===== src/rtl/cla_sum_accumulator.sv =====
// Accumulates streamed 33-bit {co_cla, s_cla} CLA results into a wide sum over a counted job.
// Optional define CLA_ACC_SAT_EN: clamp acc_sum to all-ones on overflow instead of wrapping.
module cla_sum_accumulator #(
    parameter int DATA_W = 32,
    parameter int ACC_W  = 48,
    parameter int CNT_W  = 8
) (
    input  logic              clock,
    input  logic              reset,
    input  logic              clear,
    input  logic              start,
    input  logic [CNT_W-1:0]  num_words,
    input  logic              in_valid,
    output logic              in_ready,
    input  logic [DATA_W-1:0] s_cla,
    input  logic              co_cla,
    output logic              out_valid,
    input  logic              out_ready,
    output logic [ACC_W-1:0]  acc_sum,
    output logic              acc_ovf,
    output logic [CNT_W-1:0]  word_cnt
);

    typedef enum logic [1:0] {
        IDLE = 2'd0,
        ACC  = 2'd1,
        DONE = 2'd2
    } state_t;

    state_t           state;
    logic [CNT_W-1:0] num_lat;
    logic [ACC_W:0]   beat_ext;
    logic [ACC_W:0]   sum_raw;
    logic [ACC_W:0]   sum_upd;

    // Returns {carry, next_sum}; saturating build pins the sum at all-ones once a carry escapes.
    function automatic logic [ACC_W:0] acc_update(input logic [ACC_W:0] raw);
`ifdef CLA_ACC_SAT_EN
        return {raw[ACC_W], raw[ACC_W] ? {ACC_W{1'b1}} : raw[ACC_W-1:0]};
`else
        return raw;
`endif
    endfunction

    always_comb begin
        beat_ext = (ACC_W+1)'({co_cla, s_cla});
        sum_raw  = {1'b0, acc_sum} + beat_ext;
        sum_upd  = acc_update(sum_raw);
    end

    always_ff @(posedge clock or posedge reset) begin
        if (reset) begin
            state     <= IDLE;
            in_ready  <= 1'b0;
            out_valid <= 1'b0;
            acc_sum   <= '0;
            acc_ovf   <= 1'b0;
            word_cnt  <= '0;
            num_lat   <= '0;
        end else if (clear) begin
            state     <= IDLE;
            in_ready  <= 1'b0;
            out_valid <= 1'b0;
            acc_sum   <= '0;
            acc_ovf   <= 1'b0;
            word_cnt  <= '0;
            num_lat   <= '0;
        end else begin
            case (state)
                IDLE: begin
                    if (start) begin
                        acc_sum  <= '0;
                        acc_ovf  <= 1'b0;
                        word_cnt <= '0;
                        num_lat  <= num_words;
                        if (num_words != '0) begin
                            state    <= ACC;
                            in_ready <= 1'b1;
                        end else begin
                            state     <= DONE;
                            out_valid <= 1'b1;
                        end
                    end
                end
                ACC: begin
                    if (in_valid) begin
                        acc_sum  <= sum_upd[ACC_W-1:0];
                        acc_ovf  <= acc_ovf | sum_upd[ACC_W];
                        word_cnt <= word_cnt + 1'b1;
                        if (word_cnt == num_lat - 1'b1) begin
                            state     <= DONE;
                            in_ready  <= 1'b0;
                            out_valid <= 1'b1;
                        end
                    end
                end
                DONE: begin
                    // Result fields stay frozen here and through the following IDLE.
                    if (out_ready) begin
                        state     <= IDLE;
                        out_valid <= 1'b0;
                    end
                end
                default: begin
                    state     <= IDLE;
                    in_ready  <= 1'b0;
                    out_valid <= 1'b0;
                end
            endcase
        end
    end

endmodule

===== config.mk =====
export PLATFORM = sky130hd
export DESIGN_NAME = cla_sum_accumulator
export DESIGN_NICKNAME = d
export VERILOG_FILES = /design/src/rtl/cla_sum_accumulator.sv
export SDC_FILE = /design/constraint.sdc
export NUM_CORES = 1
export LEC_CHECK = 0
export CAP_MARGIN = 20
export CORE_MARGIN = 10
export CORE_UTILIZATION = 35
export CTS_BUF_LIST = sky130_fd_sc_hd__clkbuf_8
export DETAILED_ROUTE_END_ITERATION = 10
export GPL_ROUTABILITY_DRIVEN = 0
export GPL_TIMING_DRIVEN = 0
export SETUP_SLACK_MARGIN = 0.4
export SLEW_MARGIN = 20
export SYNTH_ARGS = -nofsm -noshare
export SYNTH_HDL_FRONTEND = slang
export SYNTH_SLANG_ARGS = --single-unit

===== constraint.sdc =====
create_clock -name clock -period 5.22 [get_ports clock]
set_clock_uncertainty 0.05 [all_clocks]
set_input_delay 1.044 -clock clock [delete_from_list [all_inputs] [get_ports clock]]
set_output_delay 1.044 -clock clock [all_outputs]
set_load 0.02 [all_outputs]

==> results.sh, run 1 <==
export IMPL_status="finished clean"
export IMPL_synth_top_cells_by_area="dfrtp_1, ha_1, nand2_1, a21oi_1, xor2_1"
export IMPL_p_per_area_nw_per_um2=337
export IMPL_antenna_left=0
export IMPL_cpPeakStageDelay_ns=0.56
export IMPL_holdPathStages=1
export IMPL_final_area_um2=6710
export IMPL_crit_chain="clkdlybuf4s50_1 > ha_1 > fa_1 > a21o_1 > a311oi_1 > or4b_1 > nand3_1 > o31ai_1 > o21ai_1 > a41o_1 > nand3_1"
export IMPL_dp_hpwl_um=11900
export IMPL_crit_type="primary input to flop"
export IMPL_ir_worst_vdd_mv=0.153
export IMPL_final_common_cell="clkdlybuf4s50_1"
export IMPL_final_util_pct=46.1
export IMPL_clock_tree_root_cell="clkbuf_8"
export IMPL_regToRegStartpoint="acc_sum[0]"
export IMPL_n_antenna_cell=0
export IMPL_numCtsBuffers=9
export IMPL_vias_per_cell=5.50
export IMPL_mostFrequentLayoutCells="clkdlybuf4s50_1, nand2_1, dfrtp_1"
export IMPL_setup_viol=0
export IMPL_cp_start_kind="primary input"
export IMPL_yosysTopAreaCell="dfrtp_1"
export IMPL_grt_max_degree=52
export IMPL_dr_pass1_iters=4
export IMPL_antenna_found_initial=0
export IMPL_rsz0062_at_grt="false"
export IMPL_core_region_area_um2=14500
export IMPL_end_kind="flop"
export IMPL_cts_tree="yes"
export IMPL_synth_cell_types=72
export IMPL_die_y_um=142
export IMPL_yosys_register_bits=69
export IMPL_cp_top_family="compound AO/OA/AOI/OAI gates"
export IMPL_crit_required_ns=5.48
export IMPL_clk_latency_ns=0.38
export IMPL_drv_cap=0
export IMPL_grt_usage_pct=15.3
export IMPL_synth_nets=699
export IMPL_io_pin_count=106
export IMPL_nets=815
export IMPL_holdWs_ns=0.459
export IMPL_clkTransAtPathRegs_ns=0.08
export IMPL_slew_headroom_pct=50.6
export IMPL_area_growth_pct=29.5
export IMPL_portBuffers=104
export IMPL_crit_fanout=3
export IMPL_clock_sinks=69
export IMPL_path_buf_inv=1
export IMPL_synth_cells=616
export IMPL_dieArea_um2=20100
export IMPL_grt_pass1_vias=5011
export IMPL_place_area_um2=6480
export IMPL_route_detailed_drc=0
export IMPL_cts_resized=0
export IMPL_syn_area_um2=5180
export IMPL_hold_viol_final=0
export IMPL_avgSynthCellArea_um2=8.41
export IMPL_grt_overflow_total=0
export IMPL_vias=5068
export IMPL_row_count=44
export IMPL_fmax_mhz=255
export IMPL_seq_area_frac_synth_pct=33.3
export IMPL_ff2ff_setup_slack_ns=1.98
export IMPL_drive_gt1_share_pct=4.75
export IMPL_max_slew_worst_pin_slew_ns=0.735
export IMPL_grt_pass1_wl_um=25500
export IMPL_reg2reg_to="acc_sum[32]"
export IMPL_reg2reg_depth=10
export IMPL_h_tree_depth=3
export IMPL_cts_buffer_depth=2
export IMPL_fin_crit_sh_pct=75.2
export IMPL_hp_class="flop to flop"
export IMPL_post_cts_buffers=0
export IMPL_leakagePower_nw=2.89
export IMPL_holdPathEnd="out_valid"
export IMPL_slew_violations=0
export IMPL_synth_top_cell_area_share_pct=33.3
export IMPL_min_period_ns=3.93
export IMPL_yosys_warnings=0
export IMPL_wl_per_cell_um=16.9
export IMPL_drtIter0Drc=339
export IMPL_hold_path_startpoint="out_valid"
export IMPL_synth_edf_count=0
export IMPL_final_setup_tns_ns=0
export IMPL_drt_wl_total_um=15600
export IMPL_start_util_pct=35.6
export IMPL_critical_path_most_common_cell="nand3_1"
export IMPL_crit_slowest_cell="o31ai_1"
export IMPL_critPathArrivalTime_ns=4.18
export IMPL_synthArstFlopShare_pct=100
export IMPL_power_mw=2.26
export IMPL_ys_flop_type="dfrtp_1"
export IMPL_die_w_um=142
export IMPL_cts_hold_buf=0
layout make-up:
type | instances | area (um2)
fillers | 1447 | 7830
multi-input cells | 506 | 3280
flip-flops and latches | 69 | 1730
repair buffers | 105 | 1070
well taps | 184 | 230
clock buffers | 10 | 138
plain buffers | 30 | 130
clock inverters | 6 | 87.6
inverters | 11 | 43.8
power breakdown:
part           total (mW)  switching, mW  internal (mW)
Combinational        1.05          0.612          0.439
Sequential          0.696         0.0814          0.614
Clock               0.514          0.233          0.281
Total                2.26          0.927           1.33
per-layer routing:
layer / share of wire, % / global-route usage (%) / vias to the layer above
met3: 4.5 / 3.64 / 12
met2: 46 / 23.9 / 108
li1: - / - / 2512
met4: 1.5 / 5.27 / 0
met5: 0 / 0 / -
met1: 48 / 20.3 / 2436
synthesized netlist by cell type (4+ instances only):
cell	number
a211oi_1	8
a21o_1	17
a21oi_1	45
a22o_1	12
a31o_1	4
a31oi_1	9
and2_1	4
and3_1	9
buf_2	4
clkbuf_1	20
dfrtp_1	69
ha_1	35
inv_1	11
mux2i_1	4
nand2_1	83
nand3_1	25
nand4_1	10
nor2_1	42
nor3_1	14
nor4_1	6
o211ai_1	6
o21a_1	6
o21ai_0	41
o21ai_1	10
o21bai_1	4
o31ai_1	7
or3_1	4
xnor2_1	18
xor2_1	24
sequential cells by signal, summed over array words and instances (netlist names):
register   count
num_lat        8
out_valid      1
acc_ovf        1
state          2
word_cnt       8
in_ready       1
acc_sum       48
how the worst max path moves through the flow:
stage	startpoint	endpoint	cells after the start
after global routing	s_cla[0]	acc_sum[32]	11
after global placement	s_cla[0]	acc_sum[32]	11
after CTS	s_cla[0]	acc_sum[32]	11
after floorplan	s_cla[0]	acc_sum[38]	11
final	s_cla[0]	acc_sum[32]	11
after detailed placement	s_cla[0]	acc_sum[32]	11
through the flow:
step	instances	setup slack [ns]
2_1_floorplan	616	1.88
6_report	921	1.29
4_1_cts	921	1.31
3_3_place_gp	904	0.880
3_5_place_dp	905	0.932
5_1_grt	921	1.13
worst register-to-register path: stages (launching register included):
cell and delay (ns):
dfrtp_1 0.40, ha_1 0.22, fa_1 0.42, a21o_1 0.21, a311oi_1 0.42, or4b_1 0.23
nand3_1 0.12, o31ai_1 0.56, o21ai_1 0.21, a41o_1 0.27, nand3_1 0.06
cells by family (layout without fill, tap and decap cells):
family / after synthesis / in the layout / share of synthesized area, %
muxes: 4 / 4 / 0.773
buffers and inverters: 41 / 162 / 3.31
DFF: 69 / 69 / 33.3
adders and majority gates: 36 / 36 / 8.84
and+or+nand+nor: 222 / 222 / 20.7
AOI/OAI and AO/OA: 202 / 202 / 25.9
xor gates and xnor gates: 42 / 42 / 7.10
No activity file was read; power rests on OpenSTA's default activity.
==> inputs of run 2 (changes only) <==
==> constraint.sdc (replaced) <==
create_clock -name clock -period 4 [get_ports clock]
set_clock_uncertainty 0.05 [all_clocks]
set_input_delay 0.8 -clock clock [delete_from_list [all_inputs] [get_ports clock]]
set_output_delay 0.8 -clock clock [all_outputs]
set_load 0.02 [all_outputs]
==> run 2 against run 1 <==
Effect of this change:
- critical path depth up 1
- clock power up 31%
- setup slack worse by 0.78 ns
- routed wire length up 0.22%
- utilization up 0.25 points
- combinational power up 32%
- first-iteration DRC count up 7.4%
- cell area up 0.54%
- total power up 31%
- register-to-register slack worse by 1.0 ns
- final cell count up 0.11%
- global-route usage unchanged
- critical path type unchanged
- critical endpoint is now acc_sum[40]
==> results.sh, run 2 (synthesis results as in run 1) <==
export IMPL_grt_pass1_wl_um=25500
export IMPL_drv_cap=0
export IMPL_dieArea_um2=20100
export IMPL_area_growth_pct=30.2
export IMPL_fmax_mhz=287
export IMPL_h_tree_depth=3
export IMPL_setup_viol=0
export IMPL_clkTransAtPathRegs_ns=0.08
export IMPL_cts_buffer_depth=2
export IMPL_reg_top3="acc_sum (48), num_lat (8), word_cnt (8)"
export IMPL_route_detailed_drc=0
export IMPL_hold_viol_final=0
export IMPL_clock_tree_root_cell="clkbuf_8"
export IMPL_drtIter0Drc=364
export IMPL_clock_sinks=69
export IMPL_cpPeakStageDelay_ns=0.42
export IMPL_slew_headroom_pct=50.4
export IMPL_max_slew_worst_pin_slew_ns=0.738
export IMPL_row_count=44
export IMPL_grt_max_degree=52
export IMPL_hp_class="flop to flop"
export IMPL_status="finished clean"
export IMPL_grt_pass1_vias=5012
export IMPL_leakagePower_nw=2.90
export IMPL_die_y_um=142
export IMPL_drive_gt1_share_pct=5.42
export IMPL_vias_per_cell=5.54
export IMPL_mostFrequentLayoutCells="clkdlybuf4s50_1, nand2_1, dfrtp_1"
export IMPL_io_pin_count=106
export IMPL_antenna_found_initial=0
export IMPL_portBuffers=104
export IMPL_vias=5107
export IMPL_largest_register_ffs=48
export IMPL_start_util_pct=35.6
export IMPL_slew_violations=0
export IMPL_grt_overflow_total=0
export IMPL_die_w_um=142
export IMPL_cts_tree="yes"
export IMPL_cts_hold_buf=0
export IMPL_p_per_area_nw_per_um2=440
export IMPL_min_period_ns=3.48
export IMPL_end_kind="flop"
export IMPL_dr_pass1_iters=5
export IMPL_top_register="acc_sum"
export IMPL_crit_required_ns=4.21
export IMPL_ir_worst_vdd_mv=0.200
export IMPL_final_common_cell="clkdlybuf4s50_1"
export IMPL_drt_wl_total_um=15600
export IMPL_clk_latency_ns=0.38
export IMPL_nets=816
export IMPL_grt_usage_pct=15.3
export IMPL_crit_chain="clkdlybuf4s50_1 > ha_1 > fa_1 > a21o_1 > a311oi_2 > or4b_1 > nand3_2 > a21oi_2 > o22ai_2 > buf_4 > a22o_1 > a31o_1"
export IMPL_antenna_left=0
export IMPL_cp_start_kind="primary input"
export IMPL_n_antenna_cell=0
export IMPL_critPathArrivalTime_ns=3.69
export IMPL_final_setup_tns_ns=0
export IMPL_crit_slowest_cell="fa_1"
export IMPL_power_mw=2.97
export IMPL_numCtsBuffers=9
export IMPL_crit_type="primary input to flop"
export IMPL_crit_fanout=10
export IMPL_fin_crit_sh_pct=87.0
export IMPL_dp_hpwl_um=11900
export IMPL_rsz0062_at_grt="true"
export IMPL_wl_per_cell_um=16.9
export IMPL_core_region_area_um2=14500
run 2: report_power, final:
part / switching [mW] / internal (mW) / total, mW
Sequential: 0.106 / 0.802 / 0.908
Clock: 0.307 / 0.367 / 0.674
Combinational: 0.807 / 0.580 / 1.39
Total: 1.22 / 1.75 / 2.97
run 2: through the flow:
| step | setup slack, ns | cells | instance area (um2) | hold slack [ns] | util, % |
|---|---|---|---|---|---|
| detailed placement | -0.0438 | 905 | 6480 | 0.440 | 44.6 |
| finish | 0.519 | 922 | 6740 | 0.459 | 46.4 |
| floorplan | 0.908 | 616 | 5180 | 0.443 | - |
| global placement | -0.0956 | 904 | 6450 | 0.436 | 44.4 |
| CTS | 0.444 | 921 | 6720 | 0.459 | 46.2 |
| global route | 0.393 | 922 | 6740 | 0.470 | 46.4 |
run 2: worst max-delay path, delay by kind of cell:
kind,cells,cell delay (ns)
AO/OA/AOI/OAI,6,1.28
adder cells (fa/ha/maj),2,0.65
buffers and inverters,2,0.60
AND/OR/NAND/NOR,2,0.36
run 2: routing by layer:
layer | track usage, % | vias to the layer above | share of wire, %
li1 | - | 2513 | -
met1 | 20.3 | 2461 | 47
met2 | 23.9 | 118 | 47
met3 | 3.64 | 15 | 4.9
met4 | 5.27 | 0 | 1.7
met5 | 0 | - | 0
run 2: final timing paths:
path                                 start           to  slack, ns  cells past startpoint
worst max register to register  acc_sum[0]  acc_sum[40]       0.96                     11
worst min-delay path             out_valid    out_valid       0.46                      1
worst max-delay path              s_cla[0]  acc_sum[40]       0.52                     12
max in group asynchronous            reset  acc_sum[45]       2.68                      3
min in group asynchronous            reset  acc_sum[26]       0.67                      2
worst min register to register   out_valid    out_valid       0.46                      1
run 2: cell type report:
| type | count | area [um2] |
|---|---|---|
| buffer | 30 | 130 |
| fill | 1444 | 7790 |
| inverter | 11 | 43.8 |
| timing repair buffer | 106 | 1080 |
| clock buffer | 10 | 138 |
| sequential | 69 | 1730 |
| clock inverter | 6 | 87.6 |
| tap | 184 | 230 |
| multi-input combinational | 506 | 3310 |
run 2: repair_timing:
item                       in CTS  in global routing
buffers inserted                0                  1
gates resized for setup         2                  3
pin swaps                       0                  1
setup endpoints to repair       4                  6
==> inputs of run 3 (changes only) <==
--- a/config.mk
+++ b/config.mk
@@ -9,6 +9,7 @@
 export CORE_MARGIN = 10
 export CORE_UTILIZATION = 35
 export CTS_BUF_LIST = sky130_fd_sc_hd__clkbuf_8
+export CTS_CLUSTER_DIAMETER = 50
 export DETAILED_ROUTE_END_ITERATION = 10
 export GPL_ROUTABILITY_DRIVEN = 0
 export GPL_TIMING_DRIVEN = 0
==> results of run 3 <==
No change in the layout: final DEF, timing and power equal those of run 2.
